===== config.mk =====
export PLATFORM = sky130hd
export DESIGN_NAME = spi_slave_ctrl
export DESIGN_NICKNAME = d
export VERILOG_FILES = /design/src/rtl/spi_slave_ctrl.sv
export SDC_FILE = /design/constraint.sdc
export NUM_CORES = 1
export LEC_CHECK = 0
export ABC_CLOCK_PERIOD_IN_PS = 4300
export CORE_ASPECT_RATIO = 1.5
export CORE_UTILIZATION = 53
export DETAILED_ROUTE_END_ITERATION = 8
export PLACE_DENSITY = 0.87
export SLEW_MARGIN = 0
export SYNTH_ARGS = -nofsm -noshare
export SYNTH_HDL_FRONTEND = slang
export SYNTH_SLANG_ARGS = --single-unit

===== constraint.sdc =====
create_clock -name clk_i -period 4.3 [get_ports clk_i]
set_input_delay 0.86 -clock clk_i [delete_from_list [all_inputs] [get_ports clk_i]]
set_output_delay 0.86 -clock clk_i [all_outputs]
set_load 0.005 [all_outputs]

===== src/rtl/spi_slave_ctrl.sv =====
// rtl/spi_slave_ctrl.sv - SPI slave word shifter with rx handshake and optional overrun flag
//
// Purpose: SPI slave (modes set by CPOL/CPHA). Receives MSB-first words on spi_mosi_i
// into rx_data_bo with a valid/ack handshake, and returns tx_data_bi words on spi_miso_o.
// Optional feature macro: SPI_SLAVE_OVERRUN_EN (sticky overrun_o); undefined ties overrun_o to 0.
//
// Ports:
//   clk_i, rst_i         system clock, asynchronous active-high reset
//   tx_data_bi           next word returned to the master
//   tx_load_o            pulse: tx_data_bi was captured
//   rx_data_bo           last complete received word
//   rx_valid_o, rx_ack_i receive handshake
//   overrun_o            sticky lost-word flag
//   ready_o              block is idle
//   spi_*                SPI pins (spi_cs_i active-low)
module spi_slave_ctrl #(
  parameter int DATA_WIDTH = 8,
  parameter int CPOL       = 0,
  parameter int CPHA       = 0
) (
  input  logic                  clk_i,
  input  logic                  rst_i,
  input  logic [DATA_WIDTH-1:0] tx_data_bi,
  output logic                  tx_load_o,
  output logic [DATA_WIDTH-1:0] rx_data_bo,
  output logic                  rx_valid_o,
  input  logic                  rx_ack_i,
  output logic                  overrun_o,
  output logic                  ready_o,
  output logic                  spi_miso_o,
  input  logic                  spi_mosi_i,
  input  logic                  spi_sclk_i,
  input  logic                  spi_cs_i
);

  localparam int              CNT_W    = $clog2(DATA_WIDTH);
  localparam logic [CNT_W-1:0] LAST_BIT = CNT_W'(DATA_WIDTH - 1);
  localparam logic            L_POL    = (CPOL != 0);
  localparam logic            L_CPHA   = (CPHA != 0);

  typedef enum logic {S_IDLE, S_SHIFT} state_t;

  state_t                r_state;
  state_t                w_next;
  logic                  r_sclk_q;
  logic [CNT_W-1:0]      r_bit_cnt;
  logic [DATA_WIDTH-1:0] r_tx_sr;
  logic [DATA_WIDTH-1:0] r_rx_sr;
  logic                  r_miso_en;
  logic                  r_tx_load;
  logic [DATA_WIDTH-1:0] r_rx_data;
  logic                  r_rx_valid;

  logic                  w_lead;
  logic                  w_trail;
  logic                  w_active;
  logic                  w_sample;
  logic                  w_drive;
  logic                  w_load;
  logic                  w_shift;
  logic                  w_word_done;
  logic [DATA_WIDTH-1:0] w_rx_next;

  // Edge detection compares the registered SCLK with the live pin, so an edge
  // is acted on at the first clk_i edge after the pin moves.
  assign w_lead      = (r_sclk_q == L_POL) && (spi_sclk_i != L_POL);
  assign w_trail     = (r_sclk_q != L_POL) && (spi_sclk_i == L_POL);
  assign w_active    = (r_state == S_SHIFT) && !spi_cs_i;
  assign w_sample    = w_active && (L_CPHA ? w_trail : w_lead);
  assign w_drive     = w_active && (L_CPHA ? w_lead : w_trail);
  assign w_word_done = w_sample && (r_bit_cnt == LAST_BIT);
  assign w_rx_next   = {r_rx_sr[DATA_WIDTH-2:0], spi_mosi_i};

  always_ff @(posedge clk_i or posedge rst_i) begin
    if (rst_i) begin
      r_state <= S_IDLE;
    end else begin
      r_state <= w_next;
    end
  end

  // Next state plus word-start load / shift decisions.
  always_comb begin
    w_next  = r_state;
    w_load  = 1'b0;
    w_shift = 1'b0;
    case (r_state)
      S_IDLE: begin
        if (!spi_cs_i) begin
          w_next = S_SHIFT;
          // In CPHA=0 the first MSB must be on the line before the first edge.
          w_load = !L_CPHA;
        end
      end
      S_SHIFT: begin
        if (spi_cs_i) begin
          w_next = S_IDLE;
        end else if (w_drive) begin
          if (r_bit_cnt == '0) begin
            w_load = 1'b1;
          end else begin
            w_shift = 1'b1;
          end
        end
      end
      default: w_next = S_IDLE;
    endcase
  end

  always_ff @(posedge clk_i or posedge rst_i) begin
    if (rst_i) begin
      r_sclk_q   <= L_POL;
      r_bit_cnt  <= '0;
      r_tx_sr    <= '0;
      r_rx_sr    <= '0;
      r_miso_en  <= 1'b0;
      r_tx_load  <= 1'b0;
      r_rx_data  <= '0;
      r_rx_valid <= 1'b0;
    end else begin
      r_sclk_q  <= spi_sclk_i;
      r_tx_load <= w_load;

      if (w_load) begin
        r_tx_sr <= tx_data_bi;
      end else if (w_shift) begin
        r_tx_sr <= {r_tx_sr[DATA_WIDTH-2:0], 1'b0};
      end

      if (w_load) begin
        r_miso_en <= 1'b1;
      end else if (w_next == S_IDLE) begin
        r_miso_en <= 1'b0;
      end

      // CS high drops any partial word; the next assertion restarts at bit 0.
      if (spi_cs_i) begin
        r_bit_cnt <= '0;
        r_rx_sr   <= '0;
      end else if (w_sample) begin
        r_bit_cnt <= (r_bit_cnt == LAST_BIT) ? '0 : r_bit_cnt + CNT_W'(1);
        r_rx_sr   <= w_rx_next;
      end

      // A completing word takes priority over a simultaneous acknowledge.
      if (w_word_done) begin
        r_rx_data  <= w_rx_next;
        r_rx_valid <= 1'b1;
      end else if (rx_ack_i) begin
        r_rx_valid <= 1'b0;
      end
    end
  end

`ifdef SPI_SLAVE_OVERRUN_EN
  logic r_overrun;

  always_ff @(posedge clk_i or posedge rst_i) begin
    if (rst_i) begin
      r_overrun <= 1'b0;
    end else if (w_word_done && r_rx_valid && !rx_ack_i) begin
      r_overrun <= 1'b1;
    end else if (rx_ack_i) begin
      r_overrun <= 1'b0;
    end
  end

  assign overrun_o = r_overrun;
`else
  assign overrun_o = 1'b0;
`endif

  assign tx_load_o  = r_tx_load;
  assign rx_data_bo = r_rx_data;
  assign rx_valid_o = r_rx_valid;
  assign ready_o    = (r_state == S_IDLE);
  assign spi_miso_o = r_tx_sr[DATA_WIDTH-1] && r_miso_en && !spi_cs_i;

endmodule


==> results of run 1 <==
[per-layer routing]
layer	track usage, %	share of wire, %	vias up
li1	-	-	439
met1	21.10	40	419
met2	30.77	53	25
met3	6.647	5.1	5
met4	9.375	1.8	0
met5	0	0	-
[Yosys cell counts, drive strengths merged (2+ instances only)]
cell type / instances
o31ai: 2
o21ai: 10
nor2: 8
nand2: 19
a21oi: 8
clkbuf: 3
ha: 3
mux2: 8
mux2i: 7
inv: 8
dfrtp: 31
buf: 2
[power groups by stage]
stage,clock network (mW),registers (mW),logic (mW)
after floorplan,0,0.319,0.0329
after global placement,0,0.321,0.0529
after detailed placement,0,0.322,0.0555
after CTS,0.175,0.316,0.0559
after global routing,0.190,0.318,0.0619
final,0.168,0.316,0.0548
[critical path, cell delays in order]
cell	delay (ps)
clkdlybuf4s50_1	540
inv_1	310
and3_1	200
clkdlybuf4s50_1	500
[path summary, 6_finish.rpt]
kind | to | slack [ps] | depth (start not counted)
worst max-delay path | spi_miso_o | 1030 | 4
worst min-delay path | r_miso_en | 490 | 1
worst min register to register | r_miso_en | 490 | 1
worst max register to register | r_miso_en | 2560 | 4
max in group asynchronous | r_miso_en | 2520 | 2
min in group asynchronous | r_rx_sr[1] | 1120 | 2
[per-stage QoR]
step | hold slack (ps) | power (mW) | worst slack [ps] | std cells | instance area [um2]
floorplan | 440.9 | 0.3520 | 2081 | 117 | 1308
global placement | 454.8 | 0.3735 | 1050 | 161 | 1570
detailed placement | 476.2 | 0.3774 | 1009 | 161 | 1570
CTS | 497.0 | 0.5475 | 1012 | 168 | 1627
global route | 517.4 | 0.5700 | 960.8 | 168 | 1627
finish | 494.0 | 0.5383 | 1028 | 168 | 1627
[state kept, by name (all words and copies together), names as in the netlist]
signal,flops
r_sclk_q,1
r_tx_sr,8
rx_data_bo,8
tx_load_o,1
rx_valid_o,1
r_miso_en,1
r_rx_sr,7
r_state,1
r_bit_cnt,3
[kinds of logic (layout without fill, tap and decap cells)]
family,after synthesis,in the layout,synth area share [%]
AND/OR/NAND/NOR,32,32,11.58
flip-flops,31,31,59.33
AO/OA/AOI/OAI,22,22,9.569
multiplexers,15,15,12.25
buffers and inverters,13,41,4.115
adder cells (fa/ha/maj),3,3,2.871
other,1,1,0.2868
[final cells by class]
type / count / area (um2) / area share, %
flip-flops and latches: 31 / 775.7 / 47.69
clock inverters: 1 / 5.005 / 0.3077
repair buffers: 26 / 257.7 / 15.85
clock buffers: 6 / 51.30 / 3.154
multi-input cells: 73 / 478.0 / 29.38
inverters: 8 / 30.03 / 1.846
well taps: 23 / 28.78 / 1.769
==> metrics.md, run 1 <==
| Metric | Value |
|---|---|
| Status | `complete, no violations` |
| HP Class | `reg -> reg` |
| Number of port buffers | `25` |
| NumNets Final | `162` |
| Gr ovfl total | `0` |
| MaxCap Viol Count | `0` |
| Async SR Flop Fraction | `100.0%` |
| Worst-Margin Slew | `1103 ps` |
| #FFs+latches synth | `31` |
| Fmax | `305.7 MHz` |
| RSZ-0062 raised after global routing | `false` |
| Total CTS buffers | `5` |
| Clk Tree Root Cell | `clkbuf_4` |
| Crit share post-route | `76.09%` |
| Commonest non-fill, non-tap cell in the layout | `dfrtp_1` |
| Relative slew slack | `26.38%` |
| Core Area | `0.002286 mm2` |
| Post-Synthesis Cells | `117` |
| Min-delay src | `r_miso_en` |
| GP Congestion | `0.8049` |
| DR iter-0 viols | `16` |
| Switching share of power | `23.80%` |
| # diodes | `0` |
| Post-CTS Resized | `0` |
| Share of the synthesized area in the top cell type | `59.33%` |
| Total iterations of the first detailed-routing run | `4` |
| CTS Sinks | `31` |
| Post-route core utilization | `71.15%` |
| # rows | `21` |
| Worst skew pair latency | `320 ps` |
| Syn nets | `134` |
| CP Max Fanout | `11` |
| Fillers | `178` |
| VDD IR max | `0.0002539 V` |
| Internal power | `410.2 uW` |
| Layout cell share with drive strength beyond 1 | `13.79%` |
| Synth area leaders | `dfrtp_1 59%, mux2_2 6.9%, mux2i_1 5.4%` |
| Number of vias per cell | `5.286` |
| CP Launch Type | `primary input` |
| Leakage power | `0.7975 nW` |
| Max-slew violations | `0` |
| # DRC | `0` |
| Gate power share | `10.2%` |
| Hold buffers post-CTS | `0` |
| Via count | `888` |
| Synth unique cells | `23` |
| Largest net degree at the start of global routing | `32` |
| Critical Path End Type | `output port` |
| I/O Pins | `27` |
| CTS tree | `yes` |
| Total global-route track usage | `18.76%` |
| Post-CTS Setup Bufs | `0` |
| Height of the die | `62.83 um` |
| Reg2reg start | `r_sclk_q` |
| Clock Power Share | `31.1%` |
| CP Data Arrival Time | `2410 ps` |
| Ys Warns | `0` |
| Drt wl/cell | `12.58 um` |
| Die Wd | `42.56 um` |
| Worst path required time | `3440 ps` |
| Initial Util | `57.20%` |
| Largest area contributor in the netlist | `dfrtp_1` |
| Critical path startpoint | `spi_cs_i` |
| Dominant synthesized flop cell | `dfrtp_1` |
| Area Overhead vs Synth | `24.40%` |
| Hpwl dp | `1.588 mm` |
| First-pass GRT wire length | `3.732 mm` |
| Tmin final | `3272 ps` |
| Htree depth | `2` |
| Routed Antenna Nets | `0` |
| Mapped Avg Cell Area | `11.18 um2` |
| Sequential power share | `58.7%` |
| Sw Pwr | `128.1 uW` |
| Clock skew | `1.854 ps` |
| Mapped cell area | `0.001308 mm2` |
| Setup TNS Final | `0 ps` |
| Crit Path Category | `in -> out` |
| Drt total wl | `2.113 mm` |
| Die footprint | `0.002674 mm2` |
| Final Hold Violating Endpoints | `0` |
| Initial antenna violation count | `0` |
| Post-synth EDFFs | `0` |
| Most frequent cells in the layout | `31 x dfrtp_1, 25 x clkdlybuf4s50_1, 18 x nand2_1` |
| Final setup violation count | `0` |
| Vias in the first global route | `900` |
| Pwr Density | `331.0 mW/mm2` |
| Clock tree buffer depth | `2` |
| Clock-pin slew on the worst setup and hold paths | `90 ps` |
| Seq/Total Area, Yosys | `59.33%` |
No activity file was read; power rests on OpenSTA's default activity.
==> inputs of run 2 (changes only) <==
- ABC_CLOCK_PERIOD_IN_PS: 4300 -> 3160
- CORE_UTILIZATION: 53 -> 49
- PLACE_DENSITY: 0.87 -> 0.82
- clock period: 4.3 -> 3.16 ns (I/O delays scaled with it)
==> metrics.md, run 2 (synthesis results as in run 1) <==
| Metric | Value |
|---|---|
| Multi-input logic area | `478.0 um2 (unchanged)` |
| VDD IR max | `0.0003041 V (+20%)` |
| CTS Sinks | `31 (unchanged)` |
| # rows | `22 (+4.8%)` |
| Largest net degree at the start of global routing | `32 (unchanged)` |
| Met3 routed WL | `114 um (+5.6%)` |
| Placed instance area | `0.001594 mm2 (+1.5%)` |
| Vias in the first global route | `901 (+0.11%)` |
| GP Congestion | `0.7104 (-12%)` |
| Routed met2 length | `1.196 mm (+5.9%)` |
| Post-CTS Resized | `0 (unchanged)` |
| Routed Antenna Nets | `0 (unchanged)` |
| Seq. cell area | `775.7 um2 (unchanged)` |
| Max-slew violations | `0 (unchanged)` |
| HP Class | `reg -> reg` |
| Worst-Margin Slew | `537.3 ps (-565.8 ps)` |
| Drt wl/cell | `12.98 um (+3.2%)` |
| # diodes | `0 (unchanged)` |
| Status | `complete, no violations` |
| Total iterations of the first detailed-routing run | `6 (+2)` |
| RSZ-0062 raised after global routing | `false` |
| NumNets Final | `165 (+1.9%)` |
| Tmin final | `2611 ps` |
| Drt total wl | `2.246 mm (+6.3%)` |
| Die footprint | `0.002883 mm2 (+7.8%)` |
| Fmax | `383.0 MHz` |
| Relative slew slack | `64.18% (+38 points)` |
| Post-placement cell count | `165 (+2.5%)` |
| Final Hold Violating Endpoints | `0 (unchanged)` |
| Layout Cells excl Fill | `173 (+3.0%)` |
| Final setup violation count | `0 (unchanged)` |
| Initial Util | `52.78% (-4.4 points)` |
| Highest Signal Layer | `met4` |
| Crit Path Category | `in -> out` |
| Gr ovfl total | `0 (unchanged)` |
| Total global-route track usage | `19.09% (+0.33 points)` |
| Most frequent cells in the layout | `31 x dfrtp_1, 25 x clkdlybuf4s50_1, 18 x nand2_1` |
| Critical Path End Type | `output port` |
| Hpwl dp | `1.643 mm (+3.5%)` |
| CP Data Arrival Time | `1980 ps (-430 ps)` |
| # DRC | `0 (unchanged)` |
| Hold buffers post-CTS | `0 (unchanged)` |
| Met1 WL | `873 um (+4.3%)` |
| CP Launch Type | `primary input` |
| CP Max Fanout | `6 (-5)` |
| Worst path required time | `2530 ps (-910 ps)` |
| Htree depth | `2 (unchanged)` |
| DR iter-0 viols | `24 (+8)` |
| CTS tree | `yes` |
| Number of vias per cell | `5.301 (+0.28%)` |
| Clock tree buffer depth | `2 (unchanged)` |
| Total CTS buffers | `5 (unchanged)` |
| MaxCap Viol Count | `0 (unchanged)` |
| Clock skew | `4.941 ps (+3.088 ps)` |
| Clock-pin slew on the worst setup and hold paths | `90 ps (about the same)` |
| Post-CTS Setup Bufs | `0 (unchanged)` |
| Clk Tree Root Cell | `clkbuf_4` |
| Final Cell Area | `0.001644 mm2 (+1.1%)` |
| Fillers | `200 (+12%)` |
| Core Area | `0.002477 mm2 (+8.4%)` |
| Leakage power | `0.8074 nW (+1.2%)` |
| Commonest non-fill, non-tap cell in the layout | `dfrtp_1` |
| I/O Pins | `27 (unchanged)` |
| Die Wd | `44.18 um (+3.8%)` |
| Crit share post-route | `82.63%` |
| Pwr Density | `438.8 mW/mm2 (+33%)` |
| Final Power | `721.4 uW (+34%)` |
| Layout cell share with drive strength beyond 1 | `14.77% (+0.97 points)` |
| Via count | `917 (+3.3%)` |
| Height of the die | `65.27 um (+3.9%)` |
| Worst skew pair latency | `320 ps (about the same)` |
| Number of port buffers | `25 (unchanged)` |
| Initial antenna violation count | `0 (unchanged)` |
| Area Overhead vs Synth | `25.74%` |
| First-pass GRT wire length | `3.967 mm (+6.3%)` |
| Setup TNS Final | `0 ps (unchanged)` |
[run 2: cell count changes in the layout (fill, tap and decap cells not counted)]
cell,delta
clkbuf_8,-1
clkbuf_1,+2
buf_4,+3
[run 2: routing by layer]
metal / GRT usage, % / up-vias
met1: 21.92 / 426
met3: 6.044 / 9
met2: 31.62 / 34
met4: 8.712 / 0
li1: - / 448
met5: 0 / -
[run 2: path summary, 6_finish.rpt]
path | slack (ps) | endpoint | cells past startpoint | from
worst min register to register | 500 | r_miso_en | 1 | r_miso_en
worst min-delay path | 500 | r_miso_en | 1 | r_miso_en
worst max register to register | 1550 | r_tx_sr[1] | 6 | r_bit_cnt[0]
min in group asynchronous | 670 | r_rx_sr[0] | 3 | rst_i
max in group asynchronous | 2200 | r_bit_cnt[1] | 3 | rst_i
worst max-delay path | 550 | spi_miso_o | 4 | spi_cs_i
[run 2: cell type report]
type                            instances  share of cell area (%)
Clock inverter                          1                  0.3044
Timing Repair Buffer                   29                   17.05
Sequential cell                        31                   47.18
Clock buffer                            7                   2.740
Tap cell                               24                   1.826
Inverter                                8                   1.826
Multi-Input combinational cell         73                   29.07
[run 2: stage by stage]
stage          utilization, %  setup WS [ps]  hold WS, ps
2_1_floorplan               -           1397        440.9
3_3_place_gp            64.34          553.9        465.7
3_5_place_dp            64.34          547.8        474.0
4_1_cts                 66.36          541.2        498.5
5_1_grt                 66.36          501.9        518.1
6_report                66.36          548.9        498.0
[run 2: power by group]
part | leakage, nW | internal, mW | switching (mW) | total (mW)
logic | 0.376 | 0.0405 | 0.0388 | 0.0793
registers | 0.402 | 0.418 | 0.0130 | 0.431
clock network | 0.0293 | 0.0865 | 0.125 | 0.211
total | 0.807 | 0.545 | 0.177 | 0.721
[run 2: worst max-delay path, stage by stage]
cell	delay, ps
clkdlybuf4s50_1	640
inv_1	90
and3_1	180
clkdlybuf4s50_1	440
==> patch 1 (flow settings as in run 2) <==
Add a define of `SPI_SLAVE_OVERRUN_EN`.
--- a/src/rtl/spi_slave_ctrl.sv
+++ b/src/rtl/spi_slave_ctrl.sv
@@ -13,6 +13,8 @@
 //   overrun_o            sticky lost-word flag
 //   ready_o              block is idle
 //   spi_*                SPI pins (spi_cs_i active-low)
+`define SPI_SLAVE_OVERRUN_EN
+
 module spi_slave_ctrl #(
   parameter int DATA_WIDTH = 8,
   parameter int CPOL       = 0,
Formal check against the unedited RTL: same outputs for any inputs over 10 cycles, from zero or initial values and one cycle with rst_i high; that may be too few to reach the edited logic, so the function may still have changed.
==> patch 1 against run 2 <==
  * Design area rose by 5.0%
  * Setup slack improved by 0.010 ns
  * Sequential share of layout area shrank 0.81 points
  * Routed wire length rose by 5.0%
  * Via count is 1.7% higher
  * Clock skew down 0.00073 ns
  * Fmax up 0.38%
  * Sequential cell count rose by 1
  * Worst hold slack better by 0.0091 ns
  * Critical path depth is the same
  * Count of clock-buffer cells in the layout decreased by 1
  * Area after synthesis up 1.8%
  * Total power increased by 14%
  * Largest cell class unchanged
  * Highest routed layer unchanged
==> patch 1: results (changes against run 2) <==
status complete, no violations; Total Nets Final 168 (+1.8%); Clock Tree Buf Depth 2 (unchanged); CTS Buf Count 5 (unchanged); Detail Route met2 WL 1200 µm (+0.33%); Leak 0.000838 µW (+3.8%); unique cell type count in the Yosys netlist 22 (-4.3%); Worst-Margin Slew 0.525 ns (-0.0128 ns); critical path startpoint spi_cs_i; Detailed Route WL 2360 µm (+5.0%); DR WL met3 116 µm (+1.8%); DP HPWL 1710 µm (+4.4%); global-route wire length before repair 4200 µm (+5.9%); port bufs 26 (+4.0%); Post-synth EDFFs 0 (unchanged); Root Driver clkbuf_4; worst r2r src r_bit_cnt[0]$_DFFE_PP0P_; vias 933 (+1.7%); Synth top cells by count dfrtp_1 (32), nand2_1 (18), o21ai_0 (10); antenna violations before repair 0 (unchanged); gpl congestion 0.697 (-1.9%); CP Max Fanout 6 (unchanged); Clock Skew 0.00421 ns (-0.000733 ns); Clock Latency Late Sink 0.34 ns (+0.02 ns); share of layout cells above drive strength 1 15.1% (+0.37 points); Placement Setup Slack 0.567 ns (+0.0192 ns); Worst EP arrival 1.97 ns; largest net degree at the start of global routing 33 (+3.1%); fraction of registers with async set/reset 100% (unchanged); met1 wire length 992 µm (+14%); DRT iter0 DRCs 6 (-75%); slowest stage delay, CP 0.55 ns (-0.09 ns); Hold Crit Class flip-flop to flip-flop; hold_sp r_miso_en$_DFFE_PP0P_; setup bufs post-CTS 0 (unchanged); Mapped Nets 135 (+0.75%); setup_tns 0 ns (unchanged); clk slew on worst S/H paths 0.10 ns; slowest CP cell clkdlybuf4s50_1; top routing layer used met4; CTS tree done; diodes inserted 0 (unchanged); Synth area leaders dfrtp_1 (60%), mux2_2 (6.8%), mux2i_1 (5.3%), nand2_1 (5.1%), o21ai_0 (3.8%); Top FF cell, synth dfrtp_1; Initial DRT Pass Iterations 4 (-2); H-tree levels 2 (unchanged); register area share after synthesis 60.2% (+0.82 points); Area after DPL 0.00165 mm² (+3.5%); All-Layer GR Usage 20.8% (+1.7 points); synth warn 0 (unchanged); Resized cells post-CTS 0 (unchanged); Max IR drop VDD 0.484 mV (+59%)
## patch 1: cells by family after synthesis
kind of cell	synth area share (%)
AO/OA/AOI/OAI	9.87
adder cells (fa/ha/maj)	2.82
buffers and inverters	3.48
AND/OR/NAND/NOR	11.7
multiplexers	12.0
flip-flops	60.2
## patch 1: worst paths after layout
path / endpoint / slack (ns) / cells after the start
max: spi_miso_o / 0.56 / 4
max in group asynchronous: r_bit_cnt[1]$_DFFE_PP0P_ / 2.21 / 3
max reg2reg: r_tx_sr[1]$_DFFE_PP0P_ / 1.60 / 6
min in group asynchronous: rx_data_bo[0]$_DFFE_PP0P_ / 0.66 / 3
min reg2reg: r_miso_en$_DFFE_PP0P_ / 0.51 / 1
min: r_miso_en$_DFFE_PP0P_ / 0.51 / 1
## patch 1: worst max-delay path: cells and delay by family
family / cells / cell delay (ns)
simple gates: 1 / 0.17
buf+inv: 3 / 1.17
## patch 1: final cells by class
| cell class | count | area (µm²) |
|---|---|---|
| clock buffer | 6 | 41.3 |
| clock inverter | 2 | 35.0 |
| fill | 196 | 778 |
| inverter | 8 | 30.0 |
| multi-input combinational | 74 | 484 |
| sequential | 32 | 801 |
| tap | 36 | 45.0 |
| timing repair buffer | 30 | 290 |
## patch 1: per-layer routing
metal | vias to the layer above | global-route usage, %
met4 | 0 | 11.4
met2 | 27 | 31.4
li1 | 463 | -
met1 | 439 | 24.9
met5 | - | 0
met3 | 4 | 8.47
## patch 1: metrics by stage
stage	power [µW]	cells
floorplan	491	118
global placement	525	180
detailed placement	530	180
CTS	835	188
global route	865	188
finish	825	188
## patch 1: where the power goes
| group | switching (µW) | internal, µW | total (µW) |
|---|---|---|---|
| Combinational | 37.2 | 40.4 | 77.6 |
| Sequential | 12.8 | 430 | 443 |
| Clock | 139 | 166 | 305 |
==> patch 2 (settings of run 2) <==
Made on the original files. The parameter `CPHA` goes from 0 to 1. Comments in the files are not updated.
--- a/src/rtl/spi_slave_ctrl.sv
+++ b/src/rtl/spi_slave_ctrl.sv
@@ -16,7 +16,7 @@
 module spi_slave_ctrl #(
   parameter int DATA_WIDTH = 8,
   parameter int CPOL       = 0,
-  parameter int CPHA       = 0
+  parameter int CPHA       = 1
 ) (
   input  logic                  clk_i,
   input  logic                  rst_i,
Function: changed (a bounded check fails within 4 cycles, from zero or initial values and one cycle with rst_i high).
==> patch 2 against run 2 <==
  * Area after synthesis rose by 2.1%
  * First-iteration DRC count decreased by 25%
  * Total power shrank 0.42%
  * Highest routed layer unchanged
  * Worst hold slack got worse by 0.0039 ns
  * Sequential cell count is the same
  * Setup slack better by 0.13 ns
  * Design area shrank 0.15%
  * Routed wire length increased by 2.1%
  * Final cell count rose by 5.2%
==> patch 2: results (changes against run 2) <==
post-synthesis mux area share 12.7% (+0.50 points); Worst Reg-to-Reg Cells 5 (-1); Max IR drop VDD 0.314 mV (+3.3%); All-Layer GR Usage 19.0% (-0.043 points); CP Max Fanout 5 (-1); Worst-Margin Slew 0.510 ns (-0.0269 ns); Total Nets Final 162 (-1.8%); Hold Slack 0.494 ns (-0.00394 ns); share of layout cells above drive strength 1 13.0% (-1.8 points); setup bufs post-CTS 0 (unchanged); Placed Instances 174 (+5.5%); Clock Skew 0.00856 ns (+0.00362 ns); Synth area leaders dfrtp_1 (58%), mux2_2 (6.7%), mux2i_1 (6.0%), nand2_1 (4.8%), o21ai_0 (3.0%); fraction of registers with async set/reset 100% (unchanged); Synth top cells by count dfrtp_1 (31), nand2_1 (17), nor2_1 (10); fill count 193 (-3.5%); WL/cell 12.6 µm (-2.9%); compound-gate portion of the synthesized area 7.59% (-2.0 points); Clock Tree Buf Depth 2 (unchanged); gpl congestion 0.785 (+10%); Leak 0.000751 µW (-7.0%); number of global-route vias before repair 942 (+4.6%); Mapped Nets 135 (+0.75%); antenna violations before repair 0 (unchanged); Initial DRT Pass Iterations 4 (-2); status complete, no violations; global-route wire length before repair 3960 µm (-0.18%); Non-Filler Instances 182 (+5.2%); synthesized instance count 118 (+0.85%); vias per cell 4.95 (-6.7%); internal power 546 µW (+0.20%); Placement Setup Slack 0.677 ns (+0.129 ns); port bufs 25 (unchanged); DRT iter0 DRCs 18 (-25%); Synth Area in Adders 2.81% (-0.059 points); register area share after synthesis 58.1% (-1.2 points); DP HPWL 1560 µm (-5.0%); worst r2r src r_bit_cnt[0]$_DFFE_PP0P_; slowest stage delay, CP 0.49 ns (-0.15 ns); Hold Crit Class flip-flop to flip-flop; FF-to-FF setup slack 1.62 ns (+0.07 ns)
patch 2: power groups by stage:
stage | Sequential, µW | Combinational (µW) | Clock, µW
6_report | 435 | 71.4 | 212
5_1_grt | 438 | 81.9 | 239
4_1_cts | 436 | 72.9 | 223
3_5_place_dp | 444 | 72.2 | 0
3_3_place_gp | 442 | 69.6 | 0
2_1_floorplan | 440 | 45.8 | 0
patch 2: cell type report:
cell class / count / share of cell area, %
multi-input combinational: 72 / 29.0
tap: 36 / 2.74
clock inverter: 1 / 0.305
sequential: 31 / 47.3
timing repair buffer: 27 / 16.2
clock buffer: 7 / 2.74
inverter: 8 / 1.83
patch 2: worst max-delay path by stage:
| stage | slack [ns] | startpoint | endpoint | depth (start not counted) |
|---|---|---|---|---|
| after floorplan | 1.40 | spi_cs_i | spi_miso_o | 3 |
| after global placement | 0.69 | spi_cs_i | spi_miso_o | 4 |
| after detailed placement | 0.68 | spi_cs_i | spi_miso_o | 4 |
| after CTS | 0.67 | spi_cs_i | spi_miso_o | 4 |
| after global routing | 0.61 | spi_cs_i | spi_miso_o | 4 |
| final | 0.67 | spi_cs_i | spi_miso_o | 4 |
patch 2: kinds of logic (layout without fill, tap and decap cells):
family | after synthesis | after routing
AND/OR/NAND/NOR | 33 | 33
multiplexers | 16 | 16
other | 1 | 1
adder cells (fa/ha/maj) | 3 | 3
AO/OA/AOI/OAI | 19 | 19
buffers and inverters | 15 | 43
flip-flops | 31 | 31
patch 2: metrics by stage:
stage                     power [µW]  instance area, µm²
after floorplan                  485                1340
after global placement           511                1590
after detailed placement         516                1590
after CTS                        731                1640
after global routing             759                1640
final                            718                1640
patch 2: routing by layer:
metal	wire length [µm]	track usage, %
met1	970	20.9
met2	1170	32.9
met3	107	5.19
met4	43	9.09
met5	0	0
